**src/rtl/seg_pkg.sv**
```systemverilog
// Shared types and arithmetic helpers for the balance-loop front end.
// Pure definitions, no timing.
// No flow control; consumed by inertial_integrator and its sub-blocks.
package seg_pkg;

    typedef enum logic [1:0] {
        IDLE = 2'd0,
        CAL  = 2'd1,
        RUN  = 2'd2
    } state_t;

    // Accel-Z to pitch scale factor, applied before a >>>13.
    localparam int ACC_SCALE   = 327;
    // Complementary-filter nudge per sample toward the accel pitch.
    localparam int FUSION_STEP = 1024;
    // Integrator width; pitch output is bits [26:11].
    localparam int INT_W       = 27;

    // Clamp a 17-bit signed difference into the 16-bit signed range.
    function automatic logic signed [15:0] sat16(input logic signed [16:0] x);
        if (x[16] != x[15]) begin
            return x[16] ? 16'sh8000 : 16'sh7FFF;
        end
        return x[15:0];
    endfunction

    // Clamp a widened integrator sum into [-2^26, 2^26-1].
    function automatic logic signed [INT_W-1:0] sat27(input logic signed [INT_W+1:0] x);
        if ((x[INT_W+1:INT_W-1] != 3'b000) && (x[INT_W+1:INT_W-1] != 3'b111)) begin
            return x[INT_W+1] ? {1'b1, {(INT_W-1){1'b0}}} : {1'b0, {(INT_W-1){1'b1}}};
        end
        return x[INT_W-1:0];
    endfunction

endpackage

```
**src/rtl/inertial_integrator_gyro_cal.sv**
```systemverilog
// Gyro offset calibration: averages 2^CAL_LOG raw rate samples into an offset.
// Offset/done register on the edge of the sample that completes the set.
// No backpressure; every vld_i is accepted, clr_i has priority over vld_i.
module gyro_cal #(
    parameter int CAL_LOG = 8
) (
    input  logic        clk,
    input  logic        rst,
    input  logic        clr_i,
    input  logic        vld_i,
    input  logic [15:0] raw_i,
    output logic [15:0] offset_o,
    output logic        done_o,
    output logic        fin_o
);
    localparam int ACC_W = 16 + CAL_LOG;

    logic [ACC_W-1:0]   acc_q, acc_d, acc_sum;
    logic [CAL_LOG-1:0] cnt_q, cnt_d;
    logic [15:0]        offset_q, offset_d;
    logic               done_q, done_d;

    // Running sum includes the current sample, so the final sample counts.
    assign acc_sum = acc_q + {{CAL_LOG{raw_i[15]}}, raw_i};
    assign fin_o   = vld_i && (cnt_q == '1);

    // Accumulate samples; the top 16 bits of the final sum are acc >>> CAL_LOG.
    always_comb begin
        acc_d    = acc_q;
        cnt_d    = cnt_q;
        offset_d = offset_q;
        done_d   = done_q;
        if (clr_i) begin
            acc_d  = '0;
            cnt_d  = '0;
            done_d = 1'b0;
        end else if (vld_i) begin
            acc_d = acc_sum;
            cnt_d = cnt_q + 1'b1;
            if (fin_o) begin
                offset_d = acc_sum[ACC_W-1 -: 16];
                done_d   = 1'b1;
            end
        end
    end

    // State registers; offset survives clr so only rst zeroes it.
    always_ff @(posedge clk) begin
        if (rst) begin
            acc_q    <= '0;
            cnt_q    <= '0;
            offset_q <= '0;
            done_q   <= 1'b0;
        end else begin
            acc_q    <= acc_d;
            cnt_q    <= cnt_d;
            offset_q <= offset_d;
            done_q   <= done_d;
        end
    end

    assign offset_o = offset_q;
    assign done_o   = done_q;

endmodule

```
**src/rtl/inertial_integrator.sv**
```systemverilog
// Gyro/accel fusion front end: calibrates gyro offset, then integrates pitch.
// Latency 1: a vld in RUN updates ptch/ptch_rt and pulses vld_out next cycle.
// No backpressure; pwr_up low overrides vld and returns to IDLE.
module inertial_integrator
    import seg_pkg::*;
#(
    parameter int          fast_sim  = 0,
    parameter logic [15:0] AZ_OFFSET = 16'hFE80
) (
    input  logic        clk,
    input  logic        rst,
    input  logic        pwr_up,
    input  logic        vld,
    input  logic [15:0] ptch_rt_raw,
    input  logic [15:0] AZ,
    output logic [15:0] ptch,
    output logic [15:0] ptch_rt,
    output logic        vld_out,
    output logic        cal_done
);
    localparam int CAL_LOG = (fast_sim != 0) ? 2 : 8;

    state_t state_q, state_d;

    logic        cal_clr, cal_vld, cal_fin, cal_done_w;
    logic [15:0] offset;
    logic        upd;

    logic signed [16:0]      diff;
    logic signed [15:0]      rate;
    logic [15:0]             az_comp;
    logic signed [25:0]      az_ext, prod, ptch_acc, ptch_ext;
    logic signed [INT_W+1:0] fusion, int_ext, rate_ext, sum;
    logic signed [INT_W-1:0] ptch_int_q, ptch_int_d;
    logic signed [15:0]      ptch_q, ptch_rt_q;
    logic                    vld_out_q;

    // Calibrator is cleared whenever balance is off or the FSM sits in IDLE.
    assign cal_clr = !pwr_up || (state_q == IDLE);
    assign cal_vld = pwr_up && vld && (state_q == CAL);

    gyro_cal #(.CAL_LOG(CAL_LOG)) u_gyro_cal (
        .clk      (clk),
        .rst      (rst),
        .clr_i    (cal_clr),
        .vld_i    (cal_vld),
        .raw_i    (ptch_rt_raw),
        .offset_o (offset),
        .done_o   (cal_done_w),
        .fin_o    (cal_fin)
    );

    // FSM state register.
    always_ff @(posedge clk) begin
        if (rst) begin
            state_q <= IDLE;
        end else begin
            state_q <= state_d;
        end
    end

    // Next state and integrator update strobe; pwr_up low beats everything.
    always_comb begin
        state_d = state_q;
        upd     = 1'b0;
        if (!pwr_up) begin
            state_d = IDLE;
        end else begin
            case (state_q)
                IDLE:    state_d = CAL;
                CAL:     if (cal_fin) state_d = RUN;
                RUN:     upd = vld;
                default: state_d = IDLE;
            endcase
        end
    end

    // Rate correction, accel pitch estimate, fusion nudge and saturating integrate.
    always_comb begin
        diff     = $signed({ptch_rt_raw[15], ptch_rt_raw}) - $signed({offset[15], offset});
        rate     = sat16(diff);
        az_comp  = AZ - AZ_OFFSET;
        az_ext   = $signed({{10{az_comp[15]}}, az_comp});
        prod     = az_ext * $signed(26'(ACC_SCALE));
        ptch_acc = prod >>> 13;
        ptch_ext = $signed({{10{ptch_q[15]}}, ptch_q});
        fusion   = '0;
        if (ptch_acc > ptch_ext) begin
            fusion = 29'(FUSION_STEP);
        end else if (ptch_acc < ptch_ext) begin
            fusion = -29'(FUSION_STEP);
        end
        int_ext    = $signed({{2{ptch_int_q[INT_W-1]}}, ptch_int_q});
        rate_ext   = $signed({{(INT_W+2-16){rate[15]}}, rate});
        sum        = int_ext - rate_ext + fusion;
        ptch_int_d = sat27(sum);
    end

    // Output and integrator registers; cleared while idle or powering down.
    always_ff @(posedge clk) begin
        if (rst || cal_clr) begin
            ptch_int_q <= '0;
            ptch_q     <= '0;
            ptch_rt_q  <= '0;
            vld_out_q  <= 1'b0;
        end else if (upd) begin
            ptch_int_q <= ptch_int_d;
            ptch_q     <= ptch_int_d[INT_W-1 -: 16];
            ptch_rt_q  <= rate;
            vld_out_q  <= 1'b1;
        end else begin
            vld_out_q  <= 1'b0;
        end
    end

    assign ptch     = ptch_q;
    assign ptch_rt  = ptch_rt_q;
    assign vld_out  = vld_out_q;
    assign cal_done = cal_done_w;

endmodule

```
**config.mk**
```make
export PLATFORM = sky130hd
export DESIGN_NAME = inertial_integrator
export DESIGN_NICKNAME = d
export VERILOG_FILES = /design/src/rtl/seg_pkg.sv /design/src/rtl/inertial_integrator_gyro_cal.sv /design/src/rtl/inertial_integrator.sv
export SDC_FILE = /design/constraint.sdc
export NUM_CORES = 1
export LEC_CHECK = 0
export ABC_AREA = 1
export BUFFER_PORTS_ARGS = -buffer_cell sky130_fd_sc_hd__buf_2
export CAP_MARGIN = 20
export CORE_MARGIN = 4
export CORE_UTILIZATION = 45
export CTS_CLUSTER_SIZE = 16
export DETAILED_ROUTE_END_ITERATION = 6
export GPL_TIMING_DRIVEN = 0
export SLEW_MARGIN = 20
export SYNTH_ARGS = -nofsm -noshare
export SYNTH_HDL_FRONTEND = slang
export SYNTH_SLANG_ARGS = --single-unit
```
**constraint.sdc**
```tcl
create_clock -name clk -period 10.6 [get_ports clk]
set_clock_uncertainty 0.05 [all_clocks]
set_input_delay 0.53 -clock clk [delete_from_list [all_inputs] [get_ports clk]]
set_output_delay 0.53 -clock clk [all_outputs]
set_load 0.05 [all_outputs]
```
==> results of run 1 <==
## through the flow
step,hold slack [ns],instances,util [%]
floorplan,0.399,1724,-
global placement,0.404,2127,48.6
detailed placement,0.411,2127,48.6
CTS,0.427,2143,49.8
global route,0.454,2143,49.8
finish,0.418,2143,49.8
## power groups by stage
stage / combinational, mW / clock, mW / sequential (mW)
after floorplan: 1.53 / 0 / 0.366
after global placement: 1.90 / 0 / 0.366
after detailed placement: 1.92 / 0 / 0.366
after CTS: 1.94 / 0.340 / 0.357
after global routing: 2.25 / 0.353 / 0.357
final: 1.93 / 0.330 / 0.357
## registers in the layout (all words and copies together) (netlist names)
signal / count
ptch_int_q: 27
ptch_rt: 16
state_q: 2
u_gyro_cal.acc_q: 24
u_gyro_cal.cnt_q: 8
u_gyro_cal.done_o: 1
u_gyro_cal.offset_o: 16
vld_out: 1
## metal layers
layer	GRT usage (%)	up-vias
met2	36.6	153
met1	28.9	4967
met5	0	-
met4	3.85	0
met3	2.63	21
li1	-	5695
## placed cells by master (no fill, tap or decap), drive strengths merged, types with 7 or more instances in the layout
cell and instances:
clkbuf 28, a21o 8, ha 171, nor3 14
fa 61, nand3b 11, o21ai 89, nand2 373
buf 96, nand3 92, xor2 48, dfxtp 95
xnor2 21, nor2 173, a31oi 7, inv 298
o211ai 7, nand4 22, a21oi 158
## how the worst min path moves through the flow
stage	startpoint	to	slack (ns)	depth (start not counted)
final	u_gyro_cal.done_o	u_gyro_cal.done_o	0.42	2
after global routing	u_gyro_cal.done_o	u_gyro_cal.done_o	0.45	2
after CTS	u_gyro_cal.done_o	u_gyro_cal.done_o	0.43	2
after detailed placement	u_gyro_cal.done_o	u_gyro_cal.done_o	0.41	2
after global placement	u_gyro_cal.done_o	u_gyro_cal.done_o	0.40	2
after floorplan	u_gyro_cal.cnt_q[2]	u_gyro_cal.cnt_q[2]	0.40	2
## worst min-delay path: cells and delay by family, from the launching register on
family / cells / cell delay [ns]
flops: 1 / 0.33
simple gates: 2 / 0.11
## kinds of logic after synthesis
family	count (synthesis)	synth area share [%]
and+or+nand+nor	692	24.9
buffers and inverters	344	11.8
AOI/OAI and AO/OA	292	14.0
adders and majority gates	232	28.2
DFF	95	16.0
xor gates and xnor gates	69	5.07
## layout make-up
type,instances,area (µm²),share of cell area (%)
well taps,335,419,3.23
flip-flops and latches,95,1900,14.7
clock buffers,9,225,1.74
clock inverters,7,68.8,0.530
inverters,297,1110,8.59
plain buffers,47,293,2.26
multi-input cells,1285,8610,66.4
repair buffers,68,340,2.62
## timing repair
item                       in CTS  in global routing
gates resized for setup         0                  2
setup endpoints to repair       0                 27
hold buffers                    0                  0
setup buffers                   0                  0
==> impl_summary.md, run 1 <==
Synthesis
The number of warning messages in the yosys log is 0. For this run, asynchronously set or reset flops after synthesis account for 0%. The sequential cell area fraction in the yosys report is 16.0%. The synthesized design contains 95 register bits. For this run, the leading register cell type out of synthesis is sky130_fd_sc_hd__dfxtp_1. The number of enable-type register cells in the synthesized netlist is 0. By area the synthesized netlist is led by sky130_fd_sc_hd__ha_1 18%, sky130_fd_sc_hd__dfxtp_1 16%, sky130_fd_sc_hd__nand2_1 11%. The post-synthesis instance area is 11900 µm². Yosys instantiated no cell more often than sky130_fd_sc_hd__nand2_1. The most area-hungry cell type in the Yosys netlist is sky130_fd_sc_hd__ha_1. The distinct cell type count after synthesis is 47.

The mean instance size in the synthesized netlist is 6.91 µm². The count of mapped cells out of synthesis is 1724. Sorting the synthesized cells by how often they occur yields 360 x sky130_fd_sc_hd__nand2_1, 292 x sky130_fd_sc_hd__inv_1, 171 x sky130_fd_sc_hd__ha_1, 166 x sky130_fd_sc_hd__nor2_1, 135 x sky130_fd_sc_hd__a21oi_1.

Of the post-synthesis cell area, the dominant cell type holds 18.0%. The number of nets in the synthesized netlist is 1992.

Power and ir drop
Power spread over the standard cell area amounts to 201 nW/µm². The cell-internal power is 1.26 mW. Of the total power, the clock network draws 12.6%. In this run switching power makes up 51.7% of total power. The share of total power dissipated in sequential elements is 13.7%. The total power is 2.61 mW. The static leakage is 6.79 nW. In this run the power spent charging and discharging nets is 1.35 mW.

VDD sags by at most 0.120 mV. The portion of total power attributed to combinational logic is 73.7%.

Finish
The fill cell instance count of the final layout is 2716. The repair_antennas step left the layout with diodes totalling 0. The cell area after layout is 13000 µm². The proportion of layout cells with a drive suffix above 1 is 9.46%. The total number of nets in the final design is 2071.

Relative to the synthesized area, the layout overhead comes to 8.91%.

Clock tree
After clock tree synthesis, the clock-pin slew on the worst setup and hold paths is 0.07 ns. The number of clock sinks is 95. In this run the number of H-tree levels came out at 3.

The clock latency on the worst-skew pair is 0.36 ns. The clock root buffer master is sky130_fd_sc_hd__clkbuf_16. The buffer levels on the longest clock path is 2. The clock buffer count from CTS is 9. The clock tree from TritonCTS is done.

Placed design
The standard cell area after detailed placement is 12700 µm². The detailed-placement wirelength estimate is 25.8 mm. The final RePlAce weighted congestion is 0.910. Prior to clock tree synthesis, the placed netlist has a worst setup slack of 0.0297 ns. The count of buffers inserted at the top-level ports is 68.

STA
The least setup slack across all paths after layout is 0.912 ns. For the pin with the worst max-slew slack, the measured transition is 0.902 ns. The worst-case headroom to the max-slew limit is 39.8%. The final max-slew violation count is 0.

Setup violations remaining at the end of the flow were counted as 0. The total count of hold-check failures in the final report is 0. The share of the clock period used by the worst path is 91.4%. Setup repair after global routing left no endpoint under its margin. Derived from the worst setup path, the maximum achievable clock frequency is 0.103 GHz. The summed negative setup slack over all endpoints is 0 ns. For the finished layout, the period the worst path requires is 9.69 ns.

Setup path
The termination of the worst setup path is ptch_int_q[0]. Counting both buffers and inverters, the worst setup path holds a total of 8. Among cell families on the critical path, the largest total delay comes from adder cells. By startpoint and endpoint, the worst setup path is classified as primary input to flip-flop. The worst setup path is launched from a primary input. The internal reg-to-reg setup slack is 4.52 ns. The critical path depth is 47. The critical path's slowest cell is sky130_fd_sc_hd__fa_1. For the worst setup path, the data arrival time is 9.88 ns. The source of the worst register-to-register timing path is u_gyro_cal.offset_o[0]. The worst register-to-register path ends at ptch_int_q[0]. STA classifies the critical path endpoint as a flip-flop. Among the stages of the critical path, the cell type that occurs most often is sky130_fd_sc_hd__nand2_1. For the worst setup path, the data required time is 10.80 ns. The delay of the slowest critical-path stage is 0.55 ns.

The peak fanout along the critical path is 16. Measured in cells, the most critical reg-to-reg path has a length of 28. The worst setup path startpoint is AZ[7].

Drt
The total met2 wirelength after detailed routing is 14.5 mm. After detailed routing, the number of remaining DRC violations is 0. Wire segments on met3 add up to 831 µm in the final route. The number of optimization iterations in the first detailed-route pass is 5. Summed over all layers, the routed wires come to 30.3 mm. After detailed routing, the number of vias per cell comes to 5.06. The post-route met1 wirelength is 14.6 mm.

The initial detailed-routing violation count is 699. After detailed routing, the average wire length per cell comes to 14.1 µm. Across all layers, the routed design uses 10800 vias.

The detailed router used layers up to and including met4. The post-detailed-route count of antenna-violating nets is 0.

Floorplanning
Once the floorplan was initialized, standard cells occupied 45.7% of the core. Measured along the y axis, the die boundary spans 171 µm. The area of the core is 26100 µm².

The number of placement rows is 59. 70 I/O pins were placed. The area of the die is 29100 µm². The die is 171 µm wide.

GRT
The total congestion overflow after global routing is 0. The number of global-route vias before repair is 10500. Entering global routing, the biggest net connects 19 pins.

Global routing consumed, over all layers together, 21.2% of the routing resources. The global-route wire length before repair is 50.7 mm. The initial antenna violation count is 0.

Run
Across the run, the number of max-cap violations was 0.

Worst hold path
The type of the tightest min-delay check is flip-flop to flip-flop.

Status
The flow ran to the end, and the final reports show no timing, DRC or antenna violations.
Power figures use the tool's default switching activity.
==> run 2: changes to the inputs <==
--- a/config.mk
+++ b/config.mk
@@ -10,10 +10,10 @@
 export CAP_MARGIN = 20
 export CORE_MARGIN = 4
 export CORE_UTILIZATION = 45
-export CTS_CLUSTER_SIZE = 16
 export DETAILED_ROUTE_END_ITERATION = 6
 export GPL_TIMING_DRIVEN = 0
 export SLEW_MARGIN = 20
 export SYNTH_ARGS = -nofsm -noshare
 export SYNTH_HDL_FRONTEND = slang
+export SYNTH_HIERARCHICAL = 1
 export SYNTH_SLANG_ARGS = --single-unit
==> run 2 against run 1 <==
  * Synthesized cell count increased by 9.7%
  * Utilization increased by 0.19 points
  * Cell area rose by 3.8%
  * Setup slack improved by 0.032 ns
  * Combinational power grew 3%
  * Clock power up 2%
  * Highest routed layer unchanged
  * Critical path depth shrank 2
  * Via count up 5.7%
  * Die area is 3.5% higher
  * Register-to-register slack better by 0.98 ns
  * Wire length is 5.3% higher
  * Maximum frequency increased by 0.34%
  * Critical endpoint unchanged
==> impl_summary.md, run 2 <==
Placed design
The final RePlAce weighted congestion came to 0.921 (+1.3%). The detailed-placement wirelength estimate is 27.1 mm (+5.0%). The count of buffers inserted at the top-level ports is 69 (+1.5%).

The worst slack at placement is 0.144 ns (+0.114 ns). The standard cell area after detailed placement is 13100 µm² (+3.6%).

Power and ir drop
The static leakage is 7.35 nW (+8.2%). The worst vdd rail ir drop is 0.135 mV (+12%). The power per cell area was 198 nW/µm² (-1.5%).

Setup path
The worst setup path is launched from a primary input. STA classifies the critical path endpoint as a flip-flop. The delay of the slowest critical-path stage was 0.55 ns (about the same).

The worst setup path is of the primary input to flip-flop kind. The worst path arrival time is 9.85 ns (-0.03 ns). The data required time of the worst path is 10.79 ns (about the same). The peak fanout along the critical path is 13 (-3). The dominant cell type by count on the critical path is sky130_fd_sc_hd__nand2_1. The critical path's slowest cell is sky130_fd_sc_hd__fa_1.

Floorplanning
The area of the die is 30200 µm² (+3.5%). The area of the core is 27000 µm² (+3.4%). The number of placement rows is 60 (+1.7%). The total I/O pin count came to 70 (unchanged). The die width is 174 µm (+1.7%). The vertical die dimension is 174 µm (+1.7%). The initial core utilization is 45.8% (+0.11 points).

Synthesis
The number of warning messages in the yosys log is 6 (+6). The predominant post-synthesis flop cell is sky130_fd_sc_hd__dfxtp_1. The fraction of registers with async set or reset after synthesis is 0% (unchanged). The synthesized design spends more area on one cell type than any other, namely sky130_fd_sc_hd__ha_1. The count of mapped cells out of synthesis is 1892 (+9.7%). The mean instance size in the synthesized netlist was 6.53 µm² (-5.5%). Sorting the synthesized cells by area gives the leading types as sky130_fd_sc_hd__ha_1 17%, sky130_fd_sc_hd__dfxtp_1 15%, sky130_fd_sc_hd__nand2_1 14%. The sequential cell area fraction in the yosys report came to 15.4% (-0.57 points). The distinct cell type count after synthesis is 47 (unchanged). After synthesis, the most frequently instantiated cells are 475 x sky130_fd_sc_hd__nand2_1, 362 x sky130_fd_sc_hd__inv_1, 185 x sky130_fd_sc_hd__nor2_1, 171 x sky130_fd_sc_hd__ha_1, 140 x sky130_fd_sc_hd__a21oi_1. The post-synthesis instance area is 12400 µm² (+3.7%). The register bit total from synthesis is 95 (unchanged). The number of nets in the synthesized netlist came to 2160 (+8.4%). The top-area cell type share of the netlist area was 17.3% (-0.64 points). The most common cell in the synthesized netlist is sky130_fd_sc_hd__nand2_1. The number of enable-type register cells in the synthesized netlist is 0 (unchanged).

Clock tree
The tree is rooted in a sky130_fd_sc_hd__clkbuf_16. TritonCTS built the clock tree. The number of hold buffers added after cts is 0 (unchanged).

The clock latency on the worst-skew pair is 0.36 ns (about the same). The post-CTS clock slew at the launch and capture registers of the worst setup and hold paths is 0.08 ns (about the same). The clock buffer count from CTS was 9 (unchanged). The number of clock sinks is 95 (unchanged).

The CTS H-tree depth was 3 (unchanged). The buffer levels on the longest clock path is 2 (unchanged).

STA
The time the worst path needs with I/O delays and setup is 9.66 ns (-0.0324 ns). The top achievable clock speed came to 0.104 GHz (+0.34%). The final max-slew violation count is 0 (unchanged).

The share of the clock period used by the worst path came to 91.1% (-0.31 points). The least setup slack across all paths after layout was 0.945 ns (+0.0324 ns). The final hold slack is 0.311 ns (-0.107 ns). The transition time of the tightest slew-check pin is 0.859 ns (-0.0434 ns).

The total count of hold-check failures in the final report is 0 (unchanged). The summed negative setup slack over all endpoints is 0 ns (unchanged). Setup repair after global routing left no endpoint under its margin.

The final number of setup-violating endpoints is 0 (unchanged). The worst-case headroom to the max-slew limit is 42.7% (+2.9 points).

Drt
The number of design rule violations left after detail routing is 0 (unchanged). The post-detailed-route count of antenna-violating nets is 0 (unchanged). The via count normalized by instance count is 4.93 (-2.5%). The average detailed-routed wire length per instance is 13.7 µm (-2.8%). The post-detailed-routing wire length is 31.9 mm (+5.3%). The total number of vias is 11500 (+5.7%). The initial detailed-routing violation count was 654 (-6.4%). The number of optimization iterations in the first detailed-route pass was 5 (unchanged).

GRT
The number of global-route vias before repair is 10700 (+1.4%). The initial antenna violation count came to 0 (unchanged). The aggregate global-route resource usage is 20.8% (-0.47 points). The largest net degree at the start of global routing is 19 (unchanged).

The global-route wire length before repair is 52.2 mm (+2.9%). The total congestion overflow after global routing is 0 (unchanged).

Finish
The fill cell instance count of the final layout is 2812 (+3.5%). The multi-input combinational cell area was 8770 µm² (+1.8%). The total number of nets in the final design is 2246 (+8.5%).

The area taken by flip-flops and latches came to 1900 µm² (unchanged). Leaving out fill and tap cells, the most frequent cells in the layout are 475 x sky130_fd_sc_hd__nand2_1, 361 x sky130_fd_sc_hd__inv_1, 185 x sky130_fd_sc_hd__nor2_1, 171 x sky130_fd_sc_hd__ha_1, 140 x sky130_fd_sc_hd__a21oi_1. The number of flip-flops under the largest register name is 27 (unchanged). The most common library cell in the layout ignoring fill and taps is sky130_fd_sc_hd__nand2_1. The proportion of layout cells with a drive suffix above 1 is 7.87% (-1.6 points). The number of antenna cells inserted came to 0 (unchanged). The area added between synthesis and finish is 9.06%.

Ranked by flip-flop count, first place goes to ptch_int_q. The largest registers in the layout are ptch_int_q (27), u_gyro_cal/acc_q (24). The cell area after layout is 13500 µm² (+3.8%).

Status
The run finished with clean final reports.

Worst hold path
The type of the tightest min-delay check is primary input to flip-flop.

Run
The max-capacitance violation count is 0 (unchanged).
-- run 2: where the power goes --
group	switching [mW]	internal, mW
clock network	0.171	0.166
logic	1.21	0.764
registers	0.000803	0.357
-- run 2: metal layers --
metal	part of all wire, %	global-route usage [%]	up-vias
met1	50	29.4	5189
met2	46	34.8	135
met3	2.5	1.61	25
met4	1.3	4.45	0
li1	-	-	6102
met5	0	0	-
-- run 2: metrics by stage --
| step | std cells | power (mW) | utilization [%] |
|---|---|---|---|
| floorplan | 1892 | 1.91 | - |
| global placement | 2302 | 2.30 | 48.7 |
| detailed placement | 2302 | 2.33 | 48.7 |
| CTS | 2317 | 2.68 | 49.7 |
| global route | 2323 | 3.00 | 50.0 |
| finish | 2323 | 2.67 | 50.0 |
-- run 2: area by class of cell --
class | count | share of cell area [%]
Buffer | 46 | 2.20
Clock buffer | 9 | 1.67
Clock inverter | 6 | 0.446
Inverter | 369 | 10.3
Multi-Input combinational cell | 1382 | 65.1
Sequential cell | 95 | 14.1
Tap cell | 341 | 3.17
Timing Repair Buffer | 75 | 2.99
-- run 2: worst paths after layout --
check | slack [ns] | cells past startpoint | from | to
max reg2reg | 5.50 | 24 | u_gyro_cal/offset_o[0] | ptch_int_q[0]
min reg2reg | 0.43 | 2 | u_gyro_cal/cnt_q[7] | u_gyro_cal/cnt_q[7]
min | 0.31 | 2 | rst | vld_out
max | 0.94 | 45 | AZ[7] | ptch_int_q[0]
-- run 2: logic make-up (layout without fill, tap and decap cells) --
kind of cell	Yosys count	after routing	share of synthesized area (%)
DFF	95	95	15.4
adders and majority gates	232	232	27.2
AOI/OAI and AO/OA	243	243	10.7
and+or+nand+nor	844	844	28.6
xor gates and xnor gates	63	63	4.47
buffers and inverters	415	505	13.6
-- run 2: timing repair --
action	in CTS	in global routing
gates resized for setup	0	1
endpoints found under the setup margin	0	26
setup buffers	0	6
-- run 2: worst max-delay path: cells and delay by family --
kind / cells / cell delay (ns)
AND/OR/NAND/NOR: 17 / 2.38
adder cells (fa/ha/maj): 10 / 3.97
buffers and inverters: 9 / 1.35
AO/OA/AOI/OAI: 9 / 1.56
